**src/rtl/comparator_pkg.sv**
```systemverilog
// Shared types for the comparator bank: compare mode encoding and its width.
package comparator_pkg;

  localparam int MODE_W = 2;

  typedef enum logic [MODE_W-1:0] {
    CMP_OFF = 2'd0,
    CMP_EQ  = 2'd1,
    CMP_GE  = 2'd2,
    CMP_LT  = 2'd3
  } cmp_mode_t;

endpackage

```
**src/rtl/comparator_channel.sv**
```systemverilog
// One compare channel: shadow/active threshold and mode, registered match,
// armed one-shot event, and sticky flag. The event output is named evt
// because "event" is a reserved word in SystemVerilog.
module comparator_channel
  import comparator_pkg::*;
#(
  parameter int WIDTH = 24
) (
  input  logic             clk,
  input  logic             srst,
  input  logic             ena,
  input  logic [WIDTH-1:0] value,
  input  logic             upd,
  input  logic             wr_sel,
  input  logic [WIDTH-1:0] wr_data,
  input  cmp_mode_t        wr_mode,
  input  logic             arm,
  input  logic             clr,
  output logic             match,
  output logic             evt,
  output logic             flag,
  output logic             armed
);

  logic [WIDTH-1:0] shadow_thr;
  logic [WIDTH-1:0] active_thr;
  cmp_mode_t        shadow_mode;
  cmp_mode_t        active_mode;
  logic             hit_p0;
  logic             rise_p0;

  // Unsigned compare of the running value against the active threshold.
  // Wrap-around is not special-cased: max and 0 are just ordinary values.
  function automatic logic cmp_eval(input cmp_mode_t mode,
                                    input logic [WIDTH-1:0] v,
                                    input logic [WIDTH-1:0] thr);
    case (mode)
      CMP_EQ:  return (v == thr);
      CMP_GE:  return (v >= thr);
      CMP_LT:  return (v < thr);
      default: return 1'b0;
    endcase
  endfunction

  assign hit_p0  = cmp_eval(active_mode, value, active_thr);
  // A fresh 0->1 transition of match while armed and enabled
  assign rise_p0 = ena & armed & ~match & hit_p0;

  // Shadow takes new writes; active copies the pre-write shadow on upd
  always_ff @(posedge clk) begin
    if (srst) begin
      shadow_thr  <= '0;
      shadow_mode <= CMP_OFF;
      active_thr  <= '0;
      active_mode <= CMP_OFF;
    end else begin
      if (wr_sel) begin
        shadow_thr  <= wr_data;
        shadow_mode <= wr_mode;
      end
      if (upd) begin
        active_thr  <= shadow_thr;
        active_mode <= shadow_mode;
      end
    end
  end

  // ---- stage p0 -> p1: registered compare result and event pulse ----
  // match holds while disabled; event is forced low when disabled
  always_ff @(posedge clk) begin
    if (srst) begin
      match <= 1'b0;
      evt   <= 1'b0;
    end else begin
      evt <= rise_p0;
      if (ena) match <= hit_p0;
    end
  end

  // Arm/disarm one-shot and sticky flag; arm beats disarm, set beats clear
  always_ff @(posedge clk) begin
    if (srst) begin
      armed <= 1'b0;
      flag  <= 1'b0;
    end else begin
      if (ena && arm)   armed <= 1'b1;
      else if (rise_p0) armed <= 1'b0;
      if (rise_p0)      flag  <= 1'b1;
      else if (clr)     flag  <= 1'b0;
    end
  end

endmodule

```
**src/rtl/comparator_bank.sv**
```systemverilog
// Bank of CHANNELS independent comparators sharing one running value,
// with per-channel shadow programming and a global update strobe.
module comparator_bank
  import comparator_pkg::*;
#(
  parameter int WIDTH    = 24,
  parameter int CHANNELS = 4,
  localparam int CH_W    = (CHANNELS > 1) ? $clog2(CHANNELS) : 1
) (
  input  logic                clk,
  input  logic                srst,
  input  logic                ena,
  input  logic [WIDTH-1:0]    value,
  input  logic                upd,
  input  logic                wr_en,
  input  logic [CH_W-1:0]     wr_ch,
  input  logic [WIDTH-1:0]    wr_data,
  input  logic [MODE_W-1:0]   wr_mode,
  input  logic [CHANNELS-1:0] arm,
  input  logic [CHANNELS-1:0] clr,
  output logic [CHANNELS-1:0] match,
  output logic [CHANNELS-1:0] evt,
  output logic [CHANNELS-1:0] flag,
  output logic [CHANNELS-1:0] armed
);

  cmp_mode_t wr_mode_e;
  assign wr_mode_e = cmp_mode_t'(wr_mode);

  // Writes to a channel index beyond the bank never match any wr_sel
  for (genvar i = 0; i < CHANNELS; i++) begin : g_ch
    logic wr_sel;
    assign wr_sel = wr_en && (wr_ch == CH_W'(i));

    comparator_channel #(
      .WIDTH (WIDTH)
    ) u_ch (
      .clk     (clk),
      .srst    (srst),
      .ena     (ena),
      .value   (value),
      .upd     (upd),
      .wr_sel  (wr_sel),
      .wr_data (wr_data),
      .wr_mode (wr_mode_e),
      .arm     (arm[i]),
      .clr     (clr[i]),
      .match   (match[i]),
      .evt     (evt[i]),
      .flag    (flag[i]),
      .armed   (armed[i])
    );
  end

endmodule
```
**config.mk**
```make
export PLATFORM = sky130hd
export DESIGN_NAME = comparator_bank
export DESIGN_NICKNAME = d
export VERILOG_FILES = /design/src/rtl/comparator_pkg.sv /design/src/rtl/comparator_channel.sv /design/src/rtl/comparator_bank.sv
export SDC_FILE = /design/constraint.sdc
export NUM_CORES = 1
export LEC_CHECK = 0
export BUFFER_PORTS_ARGS = -buffer_cell sky130_fd_sc_hd__buf_2
export CORE_MARGIN = 1.5
export CORE_UTILIZATION = 54
export CTS_BUF_LIST = sky130_fd_sc_hd__clkbuf_16
export DETAILED_ROUTE_END_ITERATION = 16
export PLACE_DENSITY = 0.81
export SYNTH_ARGS = -nofsm -noshare
export SYNTH_HDL_FRONTEND = slang
export SYNTH_SLANG_ARGS = --single-unit
```
**constraint.sdc**
```tcl
create_clock -name clk -period 2.4 [get_ports clk]
set_input_delay 0.36 -clock clk [delete_from_list [all_inputs] [get_ports clk]]
set_output_delay 0.36 -clock clk [all_outputs]
set_load 0.01 [all_outputs]
```
* Word-level counts from Yosys, hierarchy flattened
Cells that the tools add are included.
Word-level totals: output and inout bits 16, flip-flop bits (word level) 224, input bits 65, logic and storage cells 112
Operators by class: mux-type cells 20, order comparisons 8, eq/ne operators 19, reduce and logical (&&, ||, !) cells 17, bitwise operators 16
Operator list (count):
- $eq A24 B24 Y1 | 4
- $ge A24 B24 Y1 | 4
- $lt A24 B24 Y1 | 4
- $eq A2 B2 Y1 const B | 10
- $mux W1 | 16
- $reduce_bool A2 Y1 | 8
- $and A1 B1 Y1 | 12
- $pmux W1 S3 | 4
- $eq A2 B1 Y1 const B | 5
- $logic_and A1 B1 Y1 | 8
- $not A1 Y1 | 4
- $logic_not A2 Y1 | 1

* Longest topological paths before layout
word-level depth 5, gate-level depth with buffers 9

* By module
A second synthesis with hierarchy kept.
Second synthesis, totals: cells, all modules 1100, area total of the unflattened synthesis 10512.6 um2
By module, submodules not included:
- comparator_channel | instances 4, cells an instance 274, seq. area each 1121.1 um2, area each 2618.8 um2
- comparator_bank | instances 1, cells an instance 4, seq. area each 0.0 um2, area each 37.5 um2

* Worst setup path after synthesis
No wires, ideal clock.
kind in2reg, start point input port value[22], end point register g_ch[3].u_ch.flag, path buffers 0, arrival time 2266 ps, cell stages on the path 8, required time 2285 ps, setup slack 19 ps, cell sequence ha_1 -> a21oi_1 -> nand2_1 -> a21o_1 -> or4b_4 -> mux2i_1 -> or3_4 -> a21o_2
On the way: word-level cells in the longest chain between the ends 4
RTL lines:
- from (decl) | RTL line comparator_bank.sv:13 | input logic [WIDTH-1:0] value,
- $lt A24 B24 Y1, or another cell as far along | RTL line comparator_channel.sv:40 | CMP_LT: return (v < thr);
- $pmux W1 S3 * | RTL line comparator_channel.sv:37 | case (mode)
- $and A1 B1 Y1 * | RTL line comparator_channel.sv:47 | assign rise_p0 = ena & armed & ~match & hit_p0;
- $mux W1 / $reduce_bool A2 Y1 (equally long branches)
- to (signal assigned) | RTL line comparator_channel.sv:84 | flag <= 1'b0;
- to (signal assigned) | RTL line comparator_channel.sv:88 | if (rise_p0) flag <= 1'b1;
- to (signal assigned) | RTL line comparator_channel.sv:89 | else if (clr) flag <= 1'b0;
- to (decl) | RTL line comparator_channel.sv:21 | output logic flag,
Every way passes the cells marked *; elsewhere a longest branch is shown, timed or not. A chain may end at the register's enable or synchronous reset.

* Final worst setup path
start point register g_ch[3].u_ch.active_thr[22], end point register g_ch[3].u_ch.flag
On the way: word-level cells in the longest chain between the ends 4
RTL lines:
- from (decl) | RTL line comparator_channel.sv:26 | logic [WIDTH-1:0] active_thr;
- from (signal assigned) | RTL line comparator_channel.sv:62 | active_thr <= shadow_thr;
- $lt A24 B24 Y1, or another cell as far along | RTL line comparator_channel.sv:40
- $pmux W1 S3 * | RTL line comparator_channel.sv:37
- $and A1 B1 Y1 * | RTL line comparator_channel.sv:47
- $mux W1 / $reduce_bool A2 Y1 (equally long branches)
Marks and branches as above.

==> results.json <==
{
  "antenna_found_initial": 0,
  "synth_edf_count": 0,
  "critical-path-top-delay-family": "simple AND/OR/NAND/NOR gates",
  "synth_cells": 1234,
  "nNetsFinal": 1474,
  "tns_ps": -14.2,
  "min_period_ps": 2410,
  "slew_headroom_pct": 47.7,
  "crit_chain": "inv_1 > ha_4 > a21oi_2 > nand2_1 > a21o_1 > or4b_4 > mux2i_2 > or3_4 > a21o_2",
  "max_cap_violations": 0,
  "gp_congestion": 0.866,
  "grt_pass1_vias": 8638,
  "min_path_type": "input pin to flop",
  "clk_pin_slew_worst_paths_ps": 60,
  "tritoncts": "yes",
  "syn_avg_cell_area_sq_um": 8.52,
  "vdd_ir_drop_max_uv": 560,
  "clk_path_buf_depth": 3,
  "worstRegToRegCells": 9,
  "hp-start": "clr[1]",
  "drtPass1Iterations": 5,
  "root_buffer": "clkbuf_16",
  "max_stage_delay_ps": 570,
  "first_iter_violations": 565,
  "vias_per_cell": 5.49,
  "critical_path_required_ps": 2820,
  "critPathKind": "flop to flop",
  "grt_pass1_wl_um": 41800,
  "die_h_um": 143,
  "grt_overflow": 0,
  "fin_skew_ps": 21.0,
  "end_kind": "flop",
  "pre_cts_slack_ps": -320,
  "cts_buffers": 24,
  "max_freq_mhz": 414,
  "synth-seq-area-share_pct": 42.6,
  "yosysWarnings": 0,
  "startpoint_type": "flop",
  "std_cell_rows": 50,
  "crit_fanout": 3,
  "drive_above_1_share_pct": 15.3,
  "cts_sinks": 224,
  "setup_viol": 1,
  "num_vias": 8734,
  "cellLeakagePower_nw": 5.00,
  "setup_slack_ps": -14.2,
  "syn_nets": 1395,
  "die_area_sq_mm": 0.0203,
  "status": "finished with violations",
  "timing.rr.start": "g_ch[3].u_ch.active_thr[22]",
  "syn_area_sq_mm": 0.0105,
  "synth.distinct_cells": 54,
  "io_pins": 81,
  "crit_arrival_ps": 2830,
  "wire_per_inst_um": 16.5,
  "htree_num_levels": 1,
  "synth_ff_type": "dfxtp_1",
  "antenna_cells": 0,
  "syn2layout_area_growth_pct": 17.0,
  "worstHoldPathCells": 4,
  "hpwl_um": 17200,
  "slew_viol_final": 0,
  "final_common_cell": "nand2_1",
  "tightest_slew_ps": 785,
  "cts_hold_buf": 0,
  "drc": 0,
  "core_area_sq_mm": 0.0189,
  "critPathBufInv": 1,
  "antenna_left": 0,
  "clk_latency_ps": 520,
  "totalWireLength_um": 26200,
  "rrSetupSlack_ps": -10,
  "ys_ff_latch": 224,
  "io_buffer_count": 80,
  "r2r-end": "g_ch[3].u_ch.flag",
  "hold_viol": 0,
  "start_util_pct": 55.7,
  "min_to": "g_ch[1].u_ch.flag",
  "mostFrequentLayoutCells": "225 x nand2_1, 221 x dfxtp_1, 144 x a21oi_1",
  "grt_setup_unrepaired": "true",
  "violations": "negative setup slack",
  "p_per_area_mw_per_mm2": 688,
  "grt_max_degree": 124,
  "crit_slowest_cell": "or4b_4",
  "die_w_um": 143,
  "async_flop_share_pct": 0,
  "grt_usage_pct": 26.0,
  "period_share_pct": 101
}
==> worst reg2reg max path: stages (launching register included) <==
cell	delay, ps
dfxtp_1	340
inv_1	70
ha_4	220
a21oi_2	140
nand2_1	70
a21o_1	170
or4b_4	570
mux2i_2	180
or3_4	360
a21o_2	200
==> per-layer routing <==
layer	up-vias	part of all wire, %	track usage [%]	routed length [um]
li1	4296	-	-	-
met1	4114	41	30.1	10700
met5	-	0	0	0
met4	0	3.9	12.0	1040
met2	252	50	46.9	13200
met3	72	5.1	3.94	1340
==> Yosys cell counts, types with 2 or more instances <==
master | count | area share [%]
a31oi_1 | 2 | 0.12
o21ai_0 | 9 | 0.43
buf_4 | 16 | 1.1
ha_1 | 96 | 11
clkbuf_1 | 48 | 1.7
inv_1 | 95 | 3.4
o211ai_1 | 4 | 0.29
a21oi_1 | 148 | 7.0
and3_1 | 3 | 0.18
nand2b_1 | 4 | 0.24
a2111oi_2 | 2 | 0.29
dfxtp_1 | 224 | 43
nor3b_1 | 5 | 0.36
a21o_1 | 16 | 1.1
and2_1 | 4 | 0.24
nor3_1 | 8 | 0.38
nand3_1 | 16 | 0.76
nand4_1 | 24 | 1.4
nor4_1 | 5 | 0.30
mux2i_1 | 107 | 10
nor2b_1 | 9 | 0.54
nor4_2 | 2 | 0.24
nor2_1 | 116 | 4.1
buf_1 | 5 | 0.18
nand2_1 | 225 | 8.0
a211oi_1 | 8 | 0.57
buf_2 | 6 | 0.29
==> layout make-up <==
type	count	area, sq um
tap	260	325
sequential	224	4490
multi-input combinational	840	5510
fill	1538	6590
clock buffer	24	601
clock inverter	19	199
inverter	95	357
timing repair buffer	128	823
==> registers in the layout, indices dropped and copies added, names as in the netlist <==
register / cells
g_ch.u_ch.active_thr: 96
g_ch.u_ch.flag: 4
g_ch.u_ch.shadow_thr: 96
g_ch.u_ch.active_mode: 8
g_ch.u_ch.armed: 4
g_ch.u_ch.shadow_mode: 8
g_ch.u_ch.match: 4
g_ch.u_ch.evt: 4
==> how the worst max path moves through the flow <==
stage	cells past startpoint	startpoint	endpoint	slack, ps
floorplan	8	value[22]	g_ch[3].u_ch.flag	20
detailed placement	9	value[17]	g_ch[3].u_ch.flag	-320
global placement	9	value[17]	g_ch[3].u_ch.flag	-280
CTS	9	g_ch[3].u_ch.active_thr[22]	g_ch[3].u_ch.flag	-6
global route	9	g_ch[3].u_ch.active_thr[9]	g_ch[3].u_ch.flag	-90
finish	9	g_ch[3].u_ch.active_thr[22]	g_ch[3].u_ch.flag	-10
==> power breakdown <==
part           internal, mW  switching (mW)
logic                 0.346           0.499
registers              3.81          0.0514
clock network          2.25            1.50
total                  6.41            2.05
==> logic make-up after synthesis <==
kind of cell / Yosys count / synth area share, %
flops: 224 / 42.6
fa+ha+maj: 97 / 11.5
simple gates: 430 / 17.7
mux: 107 / 10.2
buf+inv: 170 / 6.71
compound gates: 206 / 11.3
==> through the flow <==
stage	cell area (sq um)	util (%)	power (mW)	hold slack [ps]	std cells
6_report	12300	65.1	8.46	90.5	1590
5_1_grt	12300	65.1	8.75	105	1590
4_1_cts	12200	64.5	8.48	81.8	1589
3_5_place_dp	11300	59.9	4.74	446	1546
3_3_place_gp	11300	59.9	4.71	436	1546
2_1_floorplan	10500	-	4.43	427	1234
==> repair_timing <==
item                                    in CTS  in global routing
pin swaps                                    5                  7
buffers inserted                             0                  1
endpoints found under the setup margin       6                 11
resized for setup                           12                 17
Note: power is estimated with default switching activity, not from simulation.
